$ cat src/rtl/pipeline_register_elastic.sv
// pipeline_register_elastic
//   Elastic pipeline stage carrying CTRL_W control bits plus DATA_W payload
//   over a valid/ready handshake. It holds two entries: a main register that
//   drives the outputs and a skid register. With two entries the stage keeps
//   full throughput while in_ready stays a flop, so there is no combinational
//   path from out_ready to in_ready.
//   flush drops every held entry and puts a bubble (BUBBLE_CTRL) on out_ctrl.
//   It does not reset the datapath: out_data keeps its last value.
//
// Ports
//   clk        in   1       clock, rising edge
//   reset      in   1       asynchronous, active-high reset
//   flush      in   1       synchronous flush; beats any transfer in the same cycle
//   in_valid   in   1       upstream entry valid
//   in_ready   out  1       stage can accept (registered)
//   in_ctrl    in   CTRL_W  upstream control bits
//   in_data    in   DATA_W  upstream payload
//   out_valid  out  1       downstream entry valid
//   out_ready  in   1       downstream accepts
//   out_ctrl   out  CTRL_W  control to next stage; BUBBLE_CTRL while out_valid=0
//   out_data   out  DATA_W  payload to next stage; holds its last value while empty
//   stall_cnt  out  CNT_W   cycles with out_valid & !out_ready (saturating)
//   flush_cnt  out  CNT_W   cycles in which flush dropped >=1 entry (saturating)
//
// Build option
//   PIPE_STAGE_PERF_EN: when defined, stall_cnt/flush_cnt and their counters
//   are present. When undefined, those ports and counters are absent and the
//   handshake behaves the same.

module pipeline_register_elastic #(
    parameter int unsigned        DATA_W      = 32,
    parameter int unsigned        CTRL_W      = 25,
    parameter logic [CTRL_W-1:0]  BUBBLE_CTRL = '0,
    parameter int unsigned        CNT_W       = 16
) (
    input  logic              clk,
    input  logic              reset,
    input  logic              flush,
    input  logic              in_valid,
    output logic              in_ready,
    input  logic [CTRL_W-1:0] in_ctrl,
    input  logic [DATA_W-1:0] in_data,
    output logic              out_valid,
    input  logic              out_ready,
    output logic [CTRL_W-1:0] out_ctrl,
    output logic [DATA_W-1:0] out_data
`ifdef PIPE_STAGE_PERF_EN
    ,
    output logic [CNT_W-1:0]  stall_cnt,
    output logic [CNT_W-1:0]  flush_cnt
`endif
);

    // Reject degenerate widths at elaboration time.
    if (DATA_W == 0 || CTRL_W == 0 || CNT_W == 0) begin : g_param_check
        $error("pipeline_register_elastic: DATA_W, CTRL_W and CNT_W must be non-zero");
    end

    typedef enum logic [1:0] {
        ST_EMPTY = 2'd0,
        ST_BUSY  = 2'd1,
        ST_FULL  = 2'd2
    } state_t;

    state_t             state_q, state_d;
    logic [CTRL_W-1:0]  skid_ctrl_q, skid_ctrl_d;
    logic [DATA_W-1:0]  skid_data_q, skid_data_d;
    logic [CTRL_W-1:0]  out_ctrl_d;
    logic [DATA_W-1:0]  out_data_d;
    logic               out_valid_d;
    logic               in_ready_d;

    // State and datapath registers. out_ctrl/out_data are the main entry.
    always_ff @(posedge clk or posedge reset) begin
        if (reset) begin
            state_q     <= ST_EMPTY;
            skid_ctrl_q <= '0;
            skid_data_q <= '0;
            out_ctrl    <= BUBBLE_CTRL;
            out_data    <= '0;
            out_valid   <= 1'b0;
            in_ready    <= 1'b1;
        end else begin
            state_q     <= state_d;
            skid_ctrl_q <= skid_ctrl_d;
            skid_data_q <= skid_data_d;
            out_ctrl    <= out_ctrl_d;
            out_data    <= out_data_d;
            out_valid   <= out_valid_d;
            in_ready    <= in_ready_d;
        end
    end

    // Next-state and next-register logic.
    always_comb begin
        state_d     = state_q;
        skid_ctrl_d = skid_ctrl_q;
        skid_data_d = skid_data_q;
        out_ctrl_d  = out_ctrl;
        out_data_d  = out_data;

        if (flush) begin
            state_d = ST_EMPTY;
        end else begin
            unique case (state_q)
                ST_EMPTY: begin
                    if (in_valid) begin
                        state_d    = ST_BUSY;
                        out_ctrl_d = in_ctrl;
                        out_data_d = in_data;
                    end
                end
                ST_BUSY: begin
                    if (in_valid && out_ready) begin
                        out_ctrl_d = in_ctrl;
                        out_data_d = in_data;
                    end else if (in_valid) begin
                        state_d     = ST_FULL;
                        skid_ctrl_d = in_ctrl;
                        skid_data_d = in_data;
                    end else if (out_ready) begin
                        state_d = ST_EMPTY;
                    end
                end
                ST_FULL: begin
                    // in_ready is low here, so in_valid is ignored.
                    if (out_ready) begin
                        state_d    = ST_BUSY;
                        out_ctrl_d = skid_ctrl_q;
                        out_data_d = skid_data_q;
                    end
                end
                default: begin
                    state_d = ST_EMPTY;
                end
            endcase
        end

        out_valid_d = (state_d != ST_EMPTY);
        in_ready_d  = (state_d != ST_FULL);

        // While empty, downstream decode sees a NOP. out_data keeps its last value.
        if (!out_valid_d) begin
            out_ctrl_d = BUBBLE_CTRL;
        end
    end

`ifdef PIPE_STAGE_PERF_EN
    // Saturating performance counters. Only reset clears them.
    always_ff @(posedge clk or posedge reset) begin
        if (reset) begin
            stall_cnt <= '0;
            flush_cnt <= '0;
        end else begin
            if (out_valid && !out_ready && (stall_cnt != '1)) begin
                stall_cnt <= stall_cnt + CNT_W'(1);
            end
            if (flush && (state_q != ST_EMPTY) && (flush_cnt != '1)) begin
                flush_cnt <= flush_cnt + CNT_W'(1);
            end
        end
    end
`endif

endmodule

$ cat config.mk
export PLATFORM = sky130hd
export DESIGN_NAME = pipeline_register_elastic
export DESIGN_NICKNAME = d
export VERILOG_FILES = /design/src/rtl/pipeline_register_elastic.sv
export SDC_FILE = /design/constraint.sdc
export NUM_CORES = 1
export LEC_CHECK = 0
export ABC_AREA = 0
export CORE_MARGIN = 5
export CORE_UTILIZATION = 54
export CTS_CLUSTER_SIZE = 8
export DETAILED_ROUTE_END_ITERATION = 8
export PLACE_DENSITY = 0.86
export REMOVE_ABC_BUFFERS = 1
export SYNTH_ARGS = -nofsm -noshare
export SYNTH_HDL_FRONTEND = slang
export SYNTH_SLANG_ARGS = --single-unit
$ cat constraint.sdc
create_clock -name clk -period 8.5 [get_ports clk]
set_clock_uncertainty 0.15 [all_clocks]
set_input_delay 0.85 -clock clk [delete_from_list [all_inputs] [get_ports clk]]
set_output_delay 0.85 -clock clk [all_outputs]
set_load 0.01 [all_outputs]
Word level (Yosys, flattened, before mapping)
Index checks and enable logic that the tools add are counted.
{"block": "totals", "reg_bits": 118, "latch_bits": 0, "mem_bits_rw": 0, "mem_bits_ro": 0, "word_cells": 44, "n_memories": 0}
{"block": "classes", "addsub": 0, "n_mul": 0, "div": 0, "order_cmp": 0, "eq_ne": 11, "shift": 0, "mux": 17, "bitwise": 2, "n_reduce_logical": 7}
{"cell": "2-to-1 mux 25 bit", "count": 5}
{"cell": "2-to-1 mux 32 bit", "count": 3}
{"cell": "one-hot mux 32 bit (3 select lines)", "count": 1}
{"cell": "one-hot mux 25 bit (3 select lines)", "count": 1}
{"cell": "2-to-1 mux 2 bit", "count": 6}
{"cell": "inequality test 2 bit, second input constant", "count": 5}
{"cell": "AND reduction 5 bit", "count": 2}
{"cell": "inequality test 3 bit, second input constant", "count": 3}
{"cell": "one-hot mux 2 bit (3 select lines)", "count": 1}
{"cell": "inequality test 4 x 1 -> 1 bit, second input constant", "count": 1}
{"cell": "AND reduction 4 bit", "count": 1}
{"cell": "nonzero test 3 bit", "count": 1}
{"cell": "== test 2 x 1 -> 1 bit, second input constant", "count": 1}
{"cell": "== test 2 bit, second input constant", "count": 1}
{"cell": "logical NOT 2 bit", "count": 1}
{"cell": "NOT 1 bit", "count": 2}
{"cell": "nonzero test 2 bit", "count": 1}
{"cell": "logical AND 1 bit", "count": 1}

Logic depth before layout (Yosys ltp)
Gate-level depths: netlist of run 1.
{"block": "depth", "word_depth": 8, "depth_mapped": 10}

Worst setup path after synthesis of run 1
Ideal clock, no wire load.
{"block": "synth_path", "path_kind": "input-to-reg", "start": "input port in_valid", "end": "register out_ctrl[1]", "arrival_ns": 2.018, "t_required_ns": 8.216, "path_slack_ns": 6.198, "stages": 8, "path_cell_list": "buf_2 -> xnor2_1 -> a211o_1 -> a21oi_2 -> a211o_1 -> buf_4 -> buf_8 -> a211oi_2"}
{"block": "synth_via", "elab_chain_len": 7, "word_cells_on_any_way": 14}
{"item": "from (decl)", "line": "39", "rtl": "input logic in_valid,"}
{"item": "2-to-1 mux 2 bit / logical AND 1 bit (equally long branches)", "line": "117, 114"}
{"item": "2-to-1 mux 2 bit", "line": "114", "rtl": "if (in_valid && out_ready) begin"}
{"item": "one-hot mux 2 bit (3 select lines)", "line": "105", "rtl": "unique case (state_q)"}
{"item": "2-to-1 mux 2 bit", "line": "102", "rtl": "if (flush) begin"}
{"item": "nonzero test 2 bit", "line": "139", "rtl": "out_valid_d = (state_d != ST_EMPTY);"}
{"item": "inequality test 4 x 1 -> 1 bit (no line), or another cell as far along"}
{"item": "AND reduction 5 bit (no line)"}
{"item": "to (signal assigned)", "line": "87", "rtl": "out_ctrl <= out_ctrl_d;"}
{"item": "to (decl)", "line": "45", "rtl": "output logic [CTRL_W-1:0] out_ctrl,"}
Parallel ways exist; a longest one is shown, timed or not.
A chain may end at the register's enable or synchronous reset.

Final worst setup path of run 1
{"block": "layout_path", "start": "register state_q[0]", "end": "register out_ctrl[15]"}
{"block": "layout_via", "elab_chain_len": 8, "word_cells_on_any_way": 20}
{"item": "from (decl)", "line": "65", "rtl": "state_t state_q, state_d;"}
{"item": "from (signal assigned)", "line": "84", "rtl": "state_q <= state_d;"}
{"item": "2-to-1 mux 2 bit", "line": "121", "rtl": "end else if (out_ready) begin"}
{"item": "2-to-1 mux 2 bit", "line": "117", "rtl": "end else if (in_valid) begin"}
{"item": "2-to-1 mux 2 bit", "line": "114"}
{"item": "one-hot mux 2 bit (3 select lines)", "line": "105"}
{"item": "2-to-1 mux 2 bit", "line": "102"}
{"item": "nonzero test 2 bit", "line": "139"}
{"item": "inequality test 4 x 1 -> 1 bit (no line), or another cell as far along"}
{"item": "AND reduction 5 bit (no line)"}
Parallel ways exist; a longest one is shown, timed or not. The select of a mux whose other input is x is not followed.

==> results of run 1 <==
==> registers in the layout, indices dropped and copies added, names as in the netlist <==
name	count
out_data	32
skid_data_q	32
out_ctrl	25
skid_ctrl_q	25
state_q	2
in_ready	1
out_valid	1
==> metrics by stage <==
stage / instances / utilization / setup slack, ns / total power (uW)
detailed placement: 628 / 0.690 / 5.12 / 1150
CTS: 660 / 0.757 / 5.21 / 1890
global route: 660 / 0.757 / 4.96 / 1970
finish: 660 / 0.757 / 5.20 / 1880
global placement: 628 / 0.690 / 5.21 / 1130
floorplan: 375 / - / 4.15 / 968
==> worst max-delay path, delay by kind of cell, from the launching register on <==
kind | cells | cell delay, ns
flip-flops | 1 | 0.42
adder cells (fa/ha/maj) | 1 | 0.91
AO/OA/AOI/OAI | 4 | 1.39
buffers and inverters | 2 | 0.30
==> path summary, 6_finish.rpt <==
path                              endpoint  slack, ns  cells after the start
max in group asynchronous  skid_data_q[11]       6.29                      3
min in group asynchronous     out_ctrl[12]       0.71                      2
setup reg to reg              out_ctrl[15]       5.20                      7
hold / removal              skid_data_q[6]       0.35                      1
setup / recovery              out_ctrl[15]       5.20                      7
hold reg to reg             skid_data_q[6]       0.35                      1
==> placed cells by master, fill, tap and decap left out, types with 2 or more instances in the layout <==
master / synthesis / final
nor3_4: 0 / 2
bufinv_16: 0 / 4
a211oi_1: 15 / 15
clkinvlp_4: 0 / 3
nor3_1: 2 / 2
mux2_2: 57 / 57
clkdlybuf4s50_1: 0 / 120
a211oi_2: 10 / 10
clkbuf_16: 0 / 16
a21oi_1: 32 / 32
mux2i_1: 57 / 57
a211o_1: 2 / 2
buf_4: 1 / 4
inv_1: 6 / 5
dfrtp_1: 117 / 117
clkinv_2: 0 / 3
nand2_1: 2 / 2
nor2_1: 59 / 59
ha_1: 4 / 3
clkbuf_8: 0 / 3
==> routing by layer <==
layer	share of wire	track usage	vias up
met5	0	0	-
met4	0.0067	0.0613	0
met3	0.077	0.0654	8
met2	0.48	0.324	109
met1	0.44	0.271	1732
li1	-	-	1656
==> layout make-up <==
class / instances / area (um^2)
sequential: 118 / 2950
fill: 603 / 2250
multi-input combinational: 251 / 2040
timing repair buffer: 124 / 1230
clock buffer: 20 / 445
clock inverter: 12 / 175
tap: 129 / 161
inverter: 6 / 25.0
==> where the power goes <==
part / leakage, uW / switching (uW) / internal [uW]
logic: 0.00108 / 154 / 212
registers: 0.00145 / 74.3 / 698
clock network: 0.000297 / 248 / 491
total: 0.00282 / 476 / 1400
==> cells by family (layout without fill, tap and decap cells) <==
| kind of cell | count (synthesis) | after routing | share of synthesized area |
|---|---|---|---|
| compound gates | 66 | 66 | 0.0914 |
| mux | 114 | 114 | 0.236 |
| fa+ha+maj | 4 | 4 | 0.00973 |
| flops | 118 | 118 | 0.574 |
| buf+inv | 34 | 162 | 0.0345 |
| simple gates | 66 | 66 | 0.0528 |
| xor+xnor | 1 | 1 | 0.00170 |
==> Yosys cell counts <==
library cell,number
a21bo_1,1
a211oi_1,15
nor2_1,59
clkbuf_1,3
a22o_1,1
mux2i_1,57
buf_2,22
o21ai_0,1
a211oi_2,10
a211o_1,2
mux2_2,57
nand2_1,2
a21oi_2,1
buf_4,1
nor3_2,2
and4bb_2,1
a21oi_1,32
xnor2_1,1
a22oi_1,1
inv_1,6
buf_6,1
dfrtp_1,117
buf_8,1
nor3_1,2
o22ai_1,1
dfstp_2,1
ha_1,4
o221ai_1,1
==> flow_summary_export.csv, run 1 <==
group,metric,value,unit
place,placed_area,6410,um^2
timing,fin_crit_sh,0.388,
cts,h-tree-depth,4,
finish,fin_area,7030,um^2
flow_run,maxCapViolCount,0,
critical_path,cp_slowest_cell,"ha_4",
floorplan,die_area,11600,um^2
timing,worstMarginPinSlew,1.11,ns
place,gp_congestion,0.752,
cts,clock_latency,0.49,ns
routing,drc_errors,0,
cts,cts_tree,"done",
synthesis,synth.area.top_cells,"dfrtp_1 57%, mux2_2 12%, mux2i_1 11%",
cts,post_cts_buffers,0,
routing,routed_wl,11300,um
hold_path,hp-class,"flip-flop to flip-flop",
timing,finalHoldViolations,0,
critical_path,cp_cell_sequence,"inv_1 -> ha_4 -> inv_1 -> o22ai_1 -> a22oi_1 -> a211o_1 -> a211oi_1",
cts,ctsHoldBuffers,0,
critical_path,crit_required,8.73,ns
critical_path,setup.worst_path.end_class,"flip-flop",
floorplan,die_w,108,um
grt,antenna_found_initial,0,
critical_path,cp.arrival,3.53,ns
power_and_ir_drop,peakVddDrop,0.165,mV
synthesis,avgSynthCellArea,12.8,um^2
synthesis,synth-seq-cells,118,
finish,antenna_cells,0,
routing,wl_per_cell,17.1,um
grt,grt_max_degree,65,
hold_path,worstHoldStart,"skid_data_q[6]",
power_and_ir_drop,power_density,267,nW/um^2
cts,cts_inserted_buffers,17,
synthesis,yosysSeqAreaShare,0.574,
floorplan,pin_count,121,
power_and_ir_drop,p_leak,0.00282,uW
place,hpwl,7020,um
synthesis,synth_area,5140,um^2
timing,finalCriticalPeriod,3.30,ns
cts,cts_root_buf,"clkbuf_8",
critical_path,critPathMaxFanout,60,
timing,finalMaxSlewViolations,0,
finish,final_layout_size_suffix_gt1_frac,0.205,
critical_path,crit_top_cell,"inv_1",
routing,vias,3505,
finish,fin_nets,584,
synthesis,yosysWarnings,0,
critical_path,start_kind,"flip-flop",
timing,timing.setup.tns,0,ns
place,port_buffers,120,
synthesis,netlist_instances,403,
grt,grtUsageTotal,0.205,
routing,first_pass_iters,4,
grt,grt_pass1_wl,18800,um
timing,maxSlewHeadroom,0.258,
cts,postCtsResizedCells,0,
routing,ant_nets,0,
timing,setup_viol,0,
floorplan,start_util,0.554,
timing,rsz0062_at_grt,"no",
routing,detail_route.iter0.violations,109,
synthesis,synth.top_cell.area_share,0.569,
floorplan,core_area,9280,um^2
floorplan,rows,35,
critical_path,critPathKind,"flip-flop to flip-flop",
synthesis,yosysTopAreaCell,"dfrtp_1",
synthesis,synth_cell_types,28,
timing,whs,0.354,ns
critical_path,worstSetupStartpoint,"state_q[0]",
floorplan,dieHeight,108,um
critical_path,worstReg2RegStart,"state_q[0]",
grt,grt_overflow,0,
cts,cts_buffer_depth,2,
timing,fmax,303,MHz
grt,grt_pass1_vias,3813,
critical_path,slowest_delay,0.91,ns
cts,path_clk_slew,0.05,ns
routing,viasPerCell,5.31,
cts,cts_sinks,118,
outcome,status,"finished, final reports clean",
finish,area_growth_syn_to_layout,36.6,%
(Power assumes the default switching activity.)
==> run 2, diff against run 1 <==
Settings changed: CORE_UTILIZATION 54 to 45, PLACE_DENSITY 0.86 to 0.76.
Clock period 8.5 ns to 2.9 ns, I/O delays scaled along.
==> flow_summary_export.csv, run 2 (synthesis results as in run 1) <==
group,metric,value,unit
critical_path,reg2reg_slack,0.49,ns
timing,setup_viol,0,
flow_run,maxCapViolCount,0,
power_and_ir_drop,p_leak,0.00285,uW
grt,grtUsageTotal,0.174,
floorplan,pin_count,121,
hold_path,hp-class,"primary input to async pin",
grt,grt_pass1_vias,3792,
timing,setup_ws,0.491,ns
finish,final_layout_size_suffix_gt1_frac,0.210,
timing,finalCriticalPeriod,2.41,ns
routing,drc_errors,0,
cts,post_cts_buffers,0,
outcome,status,"finished, final reports clean",
power_and_ir_drop,power_density,770,nW/um^2
power_and_ir_drop,totalPowerFinal,5480,uW
grt,grt_overflow,0,
finish,fin_area,7120,um^2
finish,layout_commonest_cell,"clkdlybuf4s50_1",
floorplan,rows,39,
floorplan,core_area,11300,um^2
critical_path,cp.arrival,2.54,ns
cts,cts_buffer_depth,2,
timing,fin_crit_sh,0.831,
critical_path,setup.worst_path.end_class,"flip-flop",
timing,timing.setup.tns,0,ns
cts,h-tree-depth,4,
critical_path,critPathKind,"flip-flop to flip-flop",
grt,grt_pass1_wl,18500,um
critical_path,crit_required,3.03,ns
cts,path_clk_slew,0.05,ns
routing,detail_route.iter0.violations,123,
timing,fmax,415,MHz
cts,cts_tree,"done",
finish,fin_nets,588,
finish,antenna_cells,0,
floorplan,dieHeight,117,um
floorplan,die_w,117,um
routing,first_pass_iters,4,
power_and_ir_drop,peakVddDrop,0.515,mV
routing,ant_nets,0,
finish,layout_common_cells,"120 x clkdlybuf4s50_1, 117 x dfrtp_1, 59 x nor2_1",
cts,ctsHoldBuffers,0,
cts,clock_latency,0.39,ns
cts,cts_sinks,118,
grt,antenna_found_initial,0,
cts,cts_root_buf,"clkbuf_16",
timing,finalMaxSlewViolations,0,
critical_path,start_kind,"flip-flop",
timing,worstMarginPinSlew,0.594,ns
cts,postCtsResizedCells,0,
cts,cts_inserted_buffers,17,
floorplan,die_area,13700,um^2
place,hpwl,7440,um
grt,grt_max_degree,65,
timing,maxSlewHeadroom,0.604,
place,gp_congestion,0.764,
place,port_buffers,120,
finish,nFillCells,920,
critical_path,critPathMaxFanout,50,
routing,wl_per_cell,16.8,um
timing,rsz0062_at_grt,"no",
place,placed_area,6510,um^2
routing,routed_wl,11300,um
floorplan,start_util,0.454,
routing,viasPerCell,5.23,
routing,vias,3533,
timing,finalHoldViolations,0,
finish,area_growth_syn_to_layout,38.3,%
place,dp_slack,0.485,ns
finish,reg.largest.list,"out_data: 32 flops, skid_data_q: 32 flops",
[run 2: cell count changes in the layout (fill, tap and decap cells not counted), sizes merged]
cell      before  now
inv            7    6
clkinvlp       3    2
buf            4    8
bufinv         4    3
clkbuf        20   21
[run 2: area by class of cell]
cell class | instances | area [um^2] | share of cell area
clock buffers | 21 | 480 | 0.0675
clock inverters | 9 | 125 | 0.0176
inverters | 6 | 25.0 | 0.00352
multi-input cells | 251 | 2040 | 0.287
flip-flops and latches | 118 | 2950 | 0.415
well taps | 143 | 179 | 0.0251
repair buffers | 128 | 1310 | 0.184
[run 2: final timing paths]
kind | startpoint | endpoint | cells after the start
max | state_q[1] | out_ctrl[16] | 8
min | reset | skid_ctrl_q[18] | 2
max reg2reg | state_q[1] | out_ctrl[16] | 8
min reg2reg | skid_ctrl_q[17] | skid_ctrl_q[17] | 1
max in group asynchronous | reset | skid_ctrl_q[12] | 3
min in group clk | skid_ctrl_q[17] | skid_ctrl_q[17] | 1
[run 2: worst max-delay path: stages (launching register included)]
cell      delay (ns)
dfrtp_1         0.48
inv_1           0.11
ha_1            0.24
a21bo_1         0.20
o221ai_1        0.23
nor3_4          0.27
buf_12          0.26
nor2_1          0.07
a211oi_1        0.28
[run 2: power breakdown]
group | switching (uW) | total, uW | internal [uW]
sequential | 220 | 2270 | 2050
clock | 700 | 2130 | 1430
combinational | 453 | 1090 | 635
total | 1370 | 5480 | 4110
[run 2: layer usage]
| metal | share of wire | track usage | up-vias |
|---|---|---|---|
| li1 | - | - | 1666 |
| met1 | 0.42 | 0.219 | 1740 |
| met3 | 0.078 | 0.0571 | 15 |
| met5 | 0 | 0 | - |
| met4 | 0.013 | 0.0604 | 0 |
| met2 | 0.48 | 0.284 | 112 |
[run 2: metrics by stage]
stage | util | std cells | hold slack (ns)
global route | 0.629 | 676 | 0.109
CTS | 0.629 | 676 | 0.0955
global placement | 0.575 | 646 | 0.338
finish | 0.629 | 676 | 0.0945
floorplan | - | 375 | 0.213
detailed placement | 0.575 | 646 | 0.346
==> run 3, diff against run 2 <==
Settings changed: CORE_UTILIZATION 45 to 50, PLACE_DENSITY 0.76 to 0.8.
Clock period 2.9 ns to 2.5 ns, I/O delays scaled along.
==> flow_summary_export.csv, run 3 (synthesis results as in run 1) <==
group,metric,value,unit
grt,grtUsageTotal,0.195,
routing,wl_per_cell,17.8,um
routing,detail_route.iter0.violations,116,
timing,finalCriticalPeriod,2.34,ns
floorplan,rows,37,
timing,worstMarginPinSlew,0.580,ns
grt,grt_pass1_vias,3959,
critical_path,reg2reg_slack,0.16,ns
cts,cts_buffer_depth,2,
routing,vias,3599,
finish,area_growth_syn_to_layout,40.6,%
place,hpwl,7810,um
place,gp_congestion,0.735,
critical_path,r2r_cells,8,
cts,cts_sinks,118,
flow_run,maxCapViolCount,0,
grt,grt_use_met2,0.327,
routing,viasPerCell,5.32,
grt,busiest_layer,"met2",
power_and_ir_drop,peakVddDrop,0.547,mV
timing,finalHoldViolations,0,
routing,drc_errors,0,
critical_path,crit_required,2.74,ns
floorplan,die_area,12400,um^2
grt,antenna_found_initial,0,
finish,reg.largest.list,"out_data: 32 flops, skid_data_q: 32 flops",
grt,grt_pass1_wl,19700,um
cts,clock_latency,0.50,ns
power_and_ir_drop,power_density,902,nW/um^2
hold_path,hp-class,"primary input to async pin",
floorplan,pin_count,121,
cts,cts_root_buf,"clkbuf_8",
timing,whs,0.0246,ns
grt,grt_use_met3,0.0668,
place,dp_cells,643,
timing,fmax,427,MHz
routing,routed_wl,12000,um
timing,rsz0062_at_grt,"no",
routing,first_pass_iters,4,
routing,ant_nets,0,
finish,nFillCells,733,
outcome,status,"finished, final reports clean",
critical_path,cp.arrival,2.58,ns
finish,final_layout_size_suffix_gt1_frac,0.222,
cts,path_clk_slew,0.06,ns
timing,finalMaxSlewViolations,0,
timing,fin_crit_sh,0.936,
floorplan,dieHeight,111,um
finish,antenna_cells,0,
finish,fin_nets,594,
cts,cts_tree,"done",
grt,met1_usage,0.245,
grt,grt_max_degree,65,
grt,grt_overflow,0,
timing,timing.setup.tns,0,ns
critical_path,critPathKind,"flip-flop to flip-flop",
power_and_ir_drop,p_leak,0.00291,uW
finish,final_util,0.710,
cts,cts_inserted_buffers,17,
floorplan,core_area,10200,um^2
floorplan,start_util,0.505,
critical_path,setup.worst_path.end_class,"flip-flop",
finish,layout_commonest_cell,"clkdlybuf4s50_1",
timing,setup_viol,0,
critical_path,critPathMaxFanout,25,
cts,h-tree-depth,4,
finish,instances_no_fill,677,
place,port_buffers,120,
finish,layout_common_cells,"120 x clkdlybuf4s50_1, 116 x dfrtp_1, 59 x nor2_1",
timing,maxSlewHeadroom,0.613,
critical_path,start_kind,"flip-flop",
floorplan,die_w,111,um
## run 3: changes by cell type in the layout (fill, tap and decap cells not counted), moves of 2 or more
cell        previous run  this run
buf_12                 4         7
buf_4                  4         6
bufinv_16              3         5
clkbuf_8               4         2
clkinvlp_4             2         4
## run 3: worst max-delay path, cell delays in order, from the launching register on
cell and delay, ns:
dfrtp_1 0.43, inv_1 0.15, ha_1 0.24, inv_1 0.07
o221ai_1 0.41, nor3_4 0.11, buf_4 0.17, clkbuf_16 0.20
a211oi_1 0.29
## run 3: timing repair
item                                   CTS  global route
setup endpoints to repair                0             8
setup buffers                            0             1
endpoints found under the hold margin    0             0
hold buffers                             0             0
resized for setup                        0             1
## run 3: stage by stage
stage | power (uW) | setup WS, ns | instance area, um^2
3_5_place_dp | 3950 | 0.158 | 6570
6_report | 6530 | 0.160 | 7240
4_1_cts | 6570 | 0.0945 | 7200
2_1_floorplan | 3290 | -1.85 | 4990
5_1_grt | 6840 | 0.0214 | 7240
3_3_place_gp | 3860 | 0.256 | 6570
## run 3: layer usage
metal,wire (um),part of all wire
met5,0,0
met4,102,0.0085
met3,702,0.058
met2,5970,0.50
met1,5250,0.44
## run 3: worst paths after layout
check	to	from
max	out_ctrl[18]	state_q[0]
min	skid_data_q[29]	reset
max reg2reg	out_ctrl[18]	state_q[0]
min reg2reg	skid_ctrl_q[19]	skid_ctrl_q[19]
max in group asynchronous	out_data[1]	reset
min in group clk	skid_data_q[31]	in_data[31]
## run 3: power breakdown
part           internal [uW]  total, uW  switching [uW]  leakage (uW)
Combinational            759       1300             543       0.00116
Clock                   1740       2590             850      0.000300
Sequential              2380       2640             261       0.00144
## run 3: cell type report
type,count,area (um^2),area share
Sequential cell,118,2960,0.408
Multi-Input combinational cell,251,2040,0.282
Timing Repair Buffer,134,1410,0.195
Clock inverter,13,204,0.0282
Tap cell,136,170,0.0235
Inverter,6,25.0,0.00346
Clock buffer,19,432,0.0597
==> edit, RTL diff (settings of run 3) <==
The parameter `CTRL_W` goes from 25 to 21.
--- a/src/rtl/pipeline_register_elastic.sv
+++ b/src/rtl/pipeline_register_elastic.sv
@@ -29,7 +29,7 @@
 
 module pipeline_register_elastic #(
     parameter int unsigned        DATA_W      = 32,
-    parameter int unsigned        CTRL_W      = 25,
+    parameter int unsigned        CTRL_W      = 21,
     parameter logic [CTRL_W-1:0]  BUBBLE_CTRL = '0,
     parameter int unsigned        CNT_W       = 16
 ) (
Interface: changed (resized in_ctrl and out_ctrl); port bits go from 121 to 113. The function was not compared with the original's and may differ.
==> edit against run 3 <==
Cell area down 13%; sequential cell count down 8; total power down 29%; worst setup slack better by 0.10 ns; routed wire length down 18%; largest power group unchanged; utilization down 3.3 points; hold slack better by 0.079 ns; via count down 12%; synthesized area down 6.4%.
==> edit: results (changes against run 3) <==
Synthesis
  • Register area share after synthesis: 57.2% (-0.23 points)
  • Post-synthesis mux area share: 23.4% (-0.16 points)
  • Yosys top cell area share: 56.6% (-0.27 points)
  • Syn avg cell area: 12.8 um2 (about the same)
  • Unique masters post-synth: 30 (+7.1%)
  • Ranking of synthesized cells by area: dfrtp_1 57%, mux2_2 12%, mux2i_1 11%
  • Adder-cell area share of the yosys netlist: 1.04% (+0.066 points)

Layout
  • Multi-input combinational cell count: 236 (-6.0%)
  • Sequential share of cell area: 43.6% (+2.7 points)
  • ClkCell Share: 2.81% (-6.0 points)
  • Layout cells sized above 1: 20.2% (-1.9 points)
  • Buffers excl. clock: 121 (-9.7%)
  • Non-Clock Buffer Area Fraction: 20.0% (+0.49 points)
  • Fillcell total: 740 (+0.95%)

Routing
  • Met1 wire length: 4670 um (-11%)
  • WL/cell: 16.0 um (-10%)
  • WL final: 9870 um (-18%)

Place
  • Final HPWL DP: 6900 um (-12%)
  • # port buffers: 112 (-6.7%)
  • Placed insts: 602 (-6.4%)
  • Worst slack, placed: 0.169 ns (+0.0107 ns)

Clock tree
  • Clock Latency Late Sink: 0.36 ns (-0.14 ns)
  • CTS Buf Count: 9 (-8)
  • Clock-pin slew on the worst setup and hold paths: 0.11 ns (+0.05 ns)

Power and ir drop
  • Sw Share: 28.8% (+3.5 points)

GRT
  • Global-route met3 utilization: 4.24% (-2.4 points)
  • Met2 Use GR: 27.3% (-5.5 points)
  • First-pass GRT wire length: 16000 um (-18%)
  • Vias in the first global route: 3189 (-19%)

Setup path
  • CP Max Fanout: 36 (+44%)
  • Worst path max stage delay: 0.49 ns (+0.06 ns)
  • FF-to-FF setup slack: 0.26 ns (+0.10 ns)
  • Critical Path AT: 2.36 ns (-0.22 ns)

Outcome
  • Outcome: finished clean

STA
  • Slew Limit Headroom: 64.2% (+2.9 points)
-- edit: worst register-to-register path: stages, from the launching register on --
cell and delay [ns]:
dfrtp_1 0.49, inv_1 0.11, ha_1 0.26, a21bo_1 0.21
o221ai_2 0.14, nor3_4 0.26, buf_12 0.24, nor2_1 0.08
a211oi_1 0.22
-- edit: through the flow --
step	hold slack (ns)	instance area (um2)	utilization [%]
6_report	0.104	6320	67.7
5_1_grt	0.133	6320	67.7
4_1_cts	0.107	6320	67.7
3_5_place_dp	0.346	6140	65.8
3_3_place_gp	0.338	6140	65.8
2_1_floorplan	0.252	4680	-
-- edit: path summary, 6_finish.rpt --
check | startpoint | end | cells after the start
max | state_q[1] | out_ctrl[8] | 8
min | reset | out_data[23] | 2
max reg2reg | state_q[1] | out_ctrl[8] | 8
min reg2reg | skid_data_q[22] | skid_data_q[22] | 1
max in group asynchronous | reset | in_ready | 3
min in group clk | skid_data_q[22] | skid_data_q[22] | 1
